--- config.mk ---
export PLATFORM = sky130hd
export DESIGN_NAME = prco_mem_ctrl
export DESIGN_NICKNAME = d
export VERILOG_FILES = /design/src/rtl/prco_mem_ctrl.sv
export SDC_FILE = /design/constraint.sdc
export NUM_CORES = 1
export LEC_CHECK = 0
export ABC_AREA = 1
export CAP_MARGIN = 20
export CELL_PAD_IN_SITES_DETAIL_PLACEMENT = 1
export CELL_PAD_IN_SITES_GLOBAL_PLACEMENT = 1
export CORE_MARGIN = 2
export CORE_UTILIZATION = 35
export DETAILED_ROUTE_END_ITERATION = 10
export PLACE_DENSITY_LB_ADDON = 0.12
export SLEW_MARGIN = 20
export SYNTH_ARGS = -nofsm -noshare
export SYNTH_HDL_FRONTEND = slang
export SYNTH_SLANG_ARGS = --single-unit
--- constraint.sdc ---
create_clock -name i_clk -period 2.1 [get_ports i_clk]
set_input_delay 0.525 -clock i_clk [delete_from_list [all_inputs] [get_ports i_clk]]
set_output_delay 0.525 -clock i_clk [all_outputs]
set_load 0.02 [all_outputs]
--- src/rtl/prco_mem_ctrl.sv ---
// prco_mem_ctrl
// Arbitrates one shared single-port memory between an instruction-fetch port
// and a load/store port. Each port holds one pending request. The data port
// has priority. Every access runs through a three-state FSM (IDLE/FETCH/DATA).
// An access that receives no completion strobe within P_TIMEOUT cycles is
// aborted. It then acks with zero data and pulses q_err.
//
// Ports
//   i_clk, i_reset              clock, synchronous active-high reset
//   i_if_req, i_if_addr         fetch request strobe + address
//   q_if_ack, q_if_instr        fetch done pulse + fetched word (held)
//   i_ls_req, i_ls_we,
//   i_ls_addr, i_ls_wdata       load/store request strobe + fields
//   q_ls_ack, q_ls_rdata        load/store done pulse + load data (held)
//   q_ce_fetch, q_ce_alu        one-cycle memory enables (fetch / data)
//   q_mem_we, q_mem_addr,
//   q_mem_dina                  memory write enable, address, write data
//   i_ce_dec, i_ce_reg          memory completion strobes (fetch / data)
//   i_mem_douta                 memory read data, valid with a strobe
//   q_busy                      FSM not in IDLE
//   q_err                       timeout pulse, coincident with the ack
module prco_mem_ctrl #(
    parameter int P_TIMEOUT = 15
) (
    input  logic        i_clk,
    input  logic        i_reset,
    input  logic        i_if_req,
    input  logic [15:0] i_if_addr,
    output logic        q_if_ack,
    output logic [15:0] q_if_instr,
    input  logic        i_ls_req,
    input  logic        i_ls_we,
    input  logic [15:0] i_ls_addr,
    input  logic [15:0] i_ls_wdata,
    output logic        q_ls_ack,
    output logic [15:0] q_ls_rdata,
    output logic        q_ce_fetch,
    output logic        q_ce_alu,
    output logic        q_mem_we,
    output logic [15:0] q_mem_addr,
    output logic [15:0] q_mem_dina,
    input  logic        i_ce_dec,
    input  logic        i_ce_reg,
    input  logic [15:0] i_mem_douta,
    output logic        q_busy,
    output logic        q_err
);

    localparam int CW = (P_TIMEOUT < 1) ? 1 : $clog2(P_TIMEOUT + 1);
    localparam logic [CW-1:0] TMO_LIMIT = CW'(P_TIMEOUT);
    localparam logic [CW-1:0] CNT_ONE   = CW'(1);

    typedef enum logic [1:0] {
        IDLE  = 2'd0,
        FETCH = 2'd1,
        DATA  = 2'd2
    } state_t;

    state_t          state_r;
    logic            f_pend_r;
    logic [15:0]     f_addr_r;
    logic            d_pend_r;
    logic            d_we_r;
    logic [15:0]     d_addr_r;
    logic [15:0]     d_wdata_r;
    logic [CW-1:0]   cnt_r;

    // A strobe is only captured when its port has no request outstanding.
    logic            f_take_s;
    logic            d_take_s;
    // In IDLE, a strobe arriving this cycle is issued at once. This is how
    // the ce reaches the memory one cycle after the request.
    logic            f_any_s;
    logic            d_any_s;
    logic [15:0]     f_addr_s;
    logic            d_we_s;
    logic [15:0]     d_addr_s;
    logic [15:0]     d_wdata_s;

    assign f_take_s  = i_if_req & ~f_pend_r;
    assign d_take_s  = i_ls_req & ~d_pend_r;
    assign f_any_s   = f_pend_r | i_if_req;
    assign d_any_s   = d_pend_r | i_ls_req;
    assign f_addr_s  = f_pend_r ? f_addr_r  : i_if_addr;
    assign d_we_s    = d_pend_r ? d_we_r    : i_ls_we;
    assign d_addr_s  = d_pend_r ? d_addr_r  : i_ls_addr;
    assign d_wdata_s = d_pend_r ? d_wdata_r : i_ls_wdata;

    // Request latching, arbitration FSM, timeout counter and all outputs.
    always_ff @(posedge i_clk) begin
        if (i_reset) begin
            state_r    <= IDLE;
            f_pend_r   <= 1'b0;
            f_addr_r   <= 16'h0000;
            d_pend_r   <= 1'b0;
            d_we_r     <= 1'b0;
            d_addr_r   <= 16'h0000;
            d_wdata_r  <= 16'h0000;
            cnt_r      <= {CW{1'b0}};
            q_if_ack   <= 1'b0;
            q_if_instr <= 16'h0000;
            q_ls_ack   <= 1'b0;
            q_ls_rdata <= 16'h0000;
            q_ce_fetch <= 1'b0;
            q_ce_alu   <= 1'b0;
            q_mem_we   <= 1'b0;
            q_mem_addr <= 16'h0000;
            q_mem_dina <= 16'h0000;
            q_busy     <= 1'b0;
            q_err      <= 1'b0;
        end else begin
            q_ce_fetch <= 1'b0;
            q_ce_alu   <= 1'b0;
            q_mem_we   <= 1'b0;
            q_if_ack   <= 1'b0;
            q_ls_ack   <= 1'b0;
            q_err      <= 1'b0;

            if (f_take_s) begin
                f_pend_r <= 1'b1;
                f_addr_r <= i_if_addr;
            end
            if (d_take_s) begin
                d_pend_r  <= 1'b1;
                d_we_r    <= i_ls_we;
                d_addr_r  <= i_ls_addr;
                d_wdata_r <= i_ls_wdata;
            end

            case (state_r)
                IDLE: begin
                    cnt_r <= {CW{1'b0}};
                    if (d_any_s) begin
                        q_ce_alu   <= 1'b1;
                        q_mem_we   <= d_we_s;
                        q_mem_addr <= d_addr_s;
                        q_mem_dina <= d_wdata_s;
                        q_busy     <= 1'b1;
                        state_r    <= DATA;
                    end else if (f_any_s) begin
                        q_ce_fetch <= 1'b1;
                        q_mem_addr <= f_addr_s;
                        q_busy     <= 1'b1;
                        state_r    <= FETCH;
                    end else begin
                        q_busy     <= 1'b0;
                        state_r    <= IDLE;
                    end
                end
                FETCH: begin
                    // A strobe in the limit cycle still completes normally.
                    if (i_ce_dec) begin
                        q_if_instr <= i_mem_douta;
                        q_if_ack   <= 1'b1;
                        f_pend_r   <= 1'b0;
                        q_busy     <= 1'b0;
                        state_r    <= IDLE;
                    end else if (cnt_r == TMO_LIMIT) begin
                        q_if_instr <= 16'h0000;
                        q_if_ack   <= 1'b1;
                        q_err      <= 1'b1;
                        f_pend_r   <= 1'b0;
                        q_busy     <= 1'b0;
                        state_r    <= IDLE;
                    end else begin
                        cnt_r      <= cnt_r + CNT_ONE;
                    end
                end
                DATA: begin
                    if (i_ce_reg) begin
                        if (!d_we_r) begin
                            q_ls_rdata <= i_mem_douta;
                        end
                        q_ls_ack   <= 1'b1;
                        d_pend_r   <= 1'b0;
                        q_busy     <= 1'b0;
                        state_r    <= IDLE;
                    end else if (cnt_r == TMO_LIMIT) begin
                        q_ls_rdata <= 16'h0000;
                        q_ls_ack   <= 1'b1;
                        q_err      <= 1'b1;
                        d_pend_r   <= 1'b0;
                        q_busy     <= 1'b0;
                        state_r    <= IDLE;
                    end else begin
                        cnt_r      <= cnt_r + CNT_ONE;
                    end
                end
                default: begin
                    q_busy  <= 1'b0;
                    state_r <= IDLE;
                end
            endcase
        end
    end

endmodule

==> flow_metrics.tcl <==
set metrics [dict create \
    postRouteAntennaNets 0 \
    num_antenna_cells 0 \
    cp_top_family "buffers and inverters" \
    synthesis.area_um2 5780 \
    p_sw_share_pct 28.1 \
    grt_pass1_vias 5616 \
    period_needed_ns 1.97 \
    ys_async_sr_fraction_pct 0 \
    vias_per_cell 4.66 \
    cts_setup_buffers 0 \
    routed-via-count 5648 \
    crit_arrival_ns 1.44 \
    routedWlPerCell_um 14.3 \
    fmax_mhz 509 \
    synth_cell_types 32 \
    port_buffers 141 \
    cts-hold-fix-buffers 0 \
    comb_power_share_pct 19.2 \
    setup_ws_ns 0.134 \
    cts_resized 0 \
    final_nets 1060 \
    clock_skew_ns 0.0111 \
    clock_latency_ns 0.43 \
    antenna_found_initial 0 \
    yosysSeqAreaShare_pct 44.4 \
    hold_ws_ns 0.451 \
    fp.dieW_um 132 \
    drt_iter0_drc 221 \
    htreeDepth 4 \
    slew_headroom_pct 63.5 \
    core.rowCount 46 \
    root_buffer "clkbuf_16" \
    seqPwrFrac_pct 37.6 \
    syn_to_final_growth_pct 39.7 \
    yosysWarnings 0 \
    power.switching_mw 2.06 \
    critPathLaunchType "flop" \
    post-place-ws_ns -0.0384 \
    grt_start_max_net_pins 71 \
    crit_required_ns 1.57 \
    drive_above_1_share_pct 7.03 \
    final_util_pct 50.4 \
    cts_buffer_depth 2 \
    start_util_pct 36.1 \
    dp_cells 1180 \
    cts_tree "yes" \
    rsz0062_at_grt "false" \
    track_usage_pct 20.4 \
    layout_common_cells "219 x nand2_1, 153 x nor2_1, 141 x clkdlybuf4s50_1" \
    n_fill_cell 2068 \
    dieArea_um2 17500 \
    crit_type "reg -> out" \
    coreArea_um2 16000 \
    cts_buffers 17 \
    crit_path_max_fanout 2 \
    dp_hpwl_mm 11.5 \
    finalSetupViolations 0 \
    synth_fp_nets 924 \
    hold_viol_final 0 \
    critical_path_buf_inv_count 1 \
    fp.dieH_um 132 \
    worstSetupEndpointType "primary output" \
    synth-edff-count 0 \
    totalWireLength_mm 17.4 \
    period_share_pct 93.6 \
    drtPass1Iterations 5 \
    ys_ff_latch 128 \
    io_pins 142 \
    route.detailed.drc 0 \
    power_leakage_nw 3.54 \
    clock_sinks 128 \
    worst_path_max_delay_cell "clkdlybuf4s50_1" \
    status "complete, no violations" \
    slew_violations 0 \
    synth_cells 847 \
    finalNonFillerCells 1212 \
    hold_class "reg -> reg" \
    layout_commonest_cell "nand2_1" \
    syn_avg_cell_area_um2 6.82 \
    grt_first_pass_wirelength_mm 28.7 \
    path_clk_slew_ns 0.06 \
    crit_chain "clkdlybuf4s50_1" \
    tightest_slew_ns 0.541 \
    grt-ovfl-total 0 \
    gp_congestion 0.739 \
    pwr-share-clk_pct 43.2 \
    cellInternalPower_mw 5.26 \
    drv_cap 0 \
    irDropWorstVdd_mv 0.556 \
    critPathMaxStageDelay_ns 0.66 \
    synth-main-ff-cell "dfxtp_1" \
    powerDensity_nw_per_um2 906 \
]
==> power by group through the flow <==
stage | Combinational (mW) | Sequential [mW] | Clock (mW)
5_1_grt | 1.57 | 2.77 | 3.34
2_1_floorplan | 0.665 | 2.92 | 0
3_3_place_gp | 1.38 | 2.79 | 0
6_report | 1.41 | 2.75 | 3.16
4_1_cts | 1.43 | 2.75 | 3.21
3_5_place_dp | 1.40 | 2.80 | 0
==> state kept, by name (all words and copies together) (netlist names), 2 cells and up <==
name	cells
cnt_r	4
d_wdata_r	16
q_mem_addr	16
d_addr_r	16
f_addr_r	16
q_if_instr	16
q_mem_dina	16
q_ls_rdata	16
state_r	2
==> stage by stage <==
| stage | area (µm²) | power [mW] | setup TNS, ns |
|---|---|---|---|
| 6_report | 8070 | 7.31 | 0 |
| 2_1_floorplan | 5780 | 3.59 | 0 |
| 3_5_place_dp | 7440 | 4.20 | -0.0551 |
| 3_3_place_gp | 7440 | 4.18 | 0 |
| 5_1_grt | 8070 | 7.68 | 0 |
| 4_1_cts | 8070 | 7.39 | 0 |
==> final cells by class <==
type	count	area (µm²)	share of cell area, %
clock buffers	18	439	5.44
clock inverters	14	190	2.36
inverters	115	433	5.36
multi-input cells	558	2530	31.4
flip-flops and latches	128	2560	31.8
well taps	216	270	3.35
repair buffers	163	1640	20.3
==> synthesized netlist by cell type, types with 13 or more instances <==
master | n | share of area [%]
a211oi_1 | 15 | 1.9
a21boi_0 | 15 | 1.9
a21oi_1 | 37 | 3.2
buf_2 | 18 | 1.6
clkbuf_1 | 13 | 0.84
dfxtp_1 | 128 | 44
inv_1 | 111 | 7.2
nand2_1 | 219 | 14
nand3_1 | 25 | 2.2
nor2_1 | 154 | 10
o21ai_0 | 65 | 5.6
==> final timing paths <==
check	from	to	slack, ns	cells after the start
setup / recovery	q_busy	q_busy	0.13	1
hold / removal	f_addr_r[12]	f_addr_r[12]	0.45	2
setup reg to reg	state_r[0]	cnt_r[0]	0.39	8
hold reg to reg	f_addr_r[12]	f_addr_r[12]	0.45	2
==> layer usage <==
metal	track usage, %	vias up	part of all wire, %
met5	0	-	0
met4	6.15	0	1.7
met3	6.05	20	4.9
met2	34.9	113	48
met1	24.8	2630	45
li1	-	2885	-
==> worst min-delay path: stages, from the launching register on <==
cell and delay (ns):
dfxtp_1 0.29, inv_1 0.06, a21oi_1 0.05
==> kinds of logic (layout without fill, tap and decap cells) <==
kind of cell    count (synthesis)  count (layout)  share of synthesized area [%]
compound gates                137             137                           13.7
fa+ha+maj                       6               6                           1.30
buf+inv                       161             310                           11.9
flops                         128             128                           44.4
simple gates                  415             415                           28.8
Note: power is estimated with default switching activity, not from simulation.
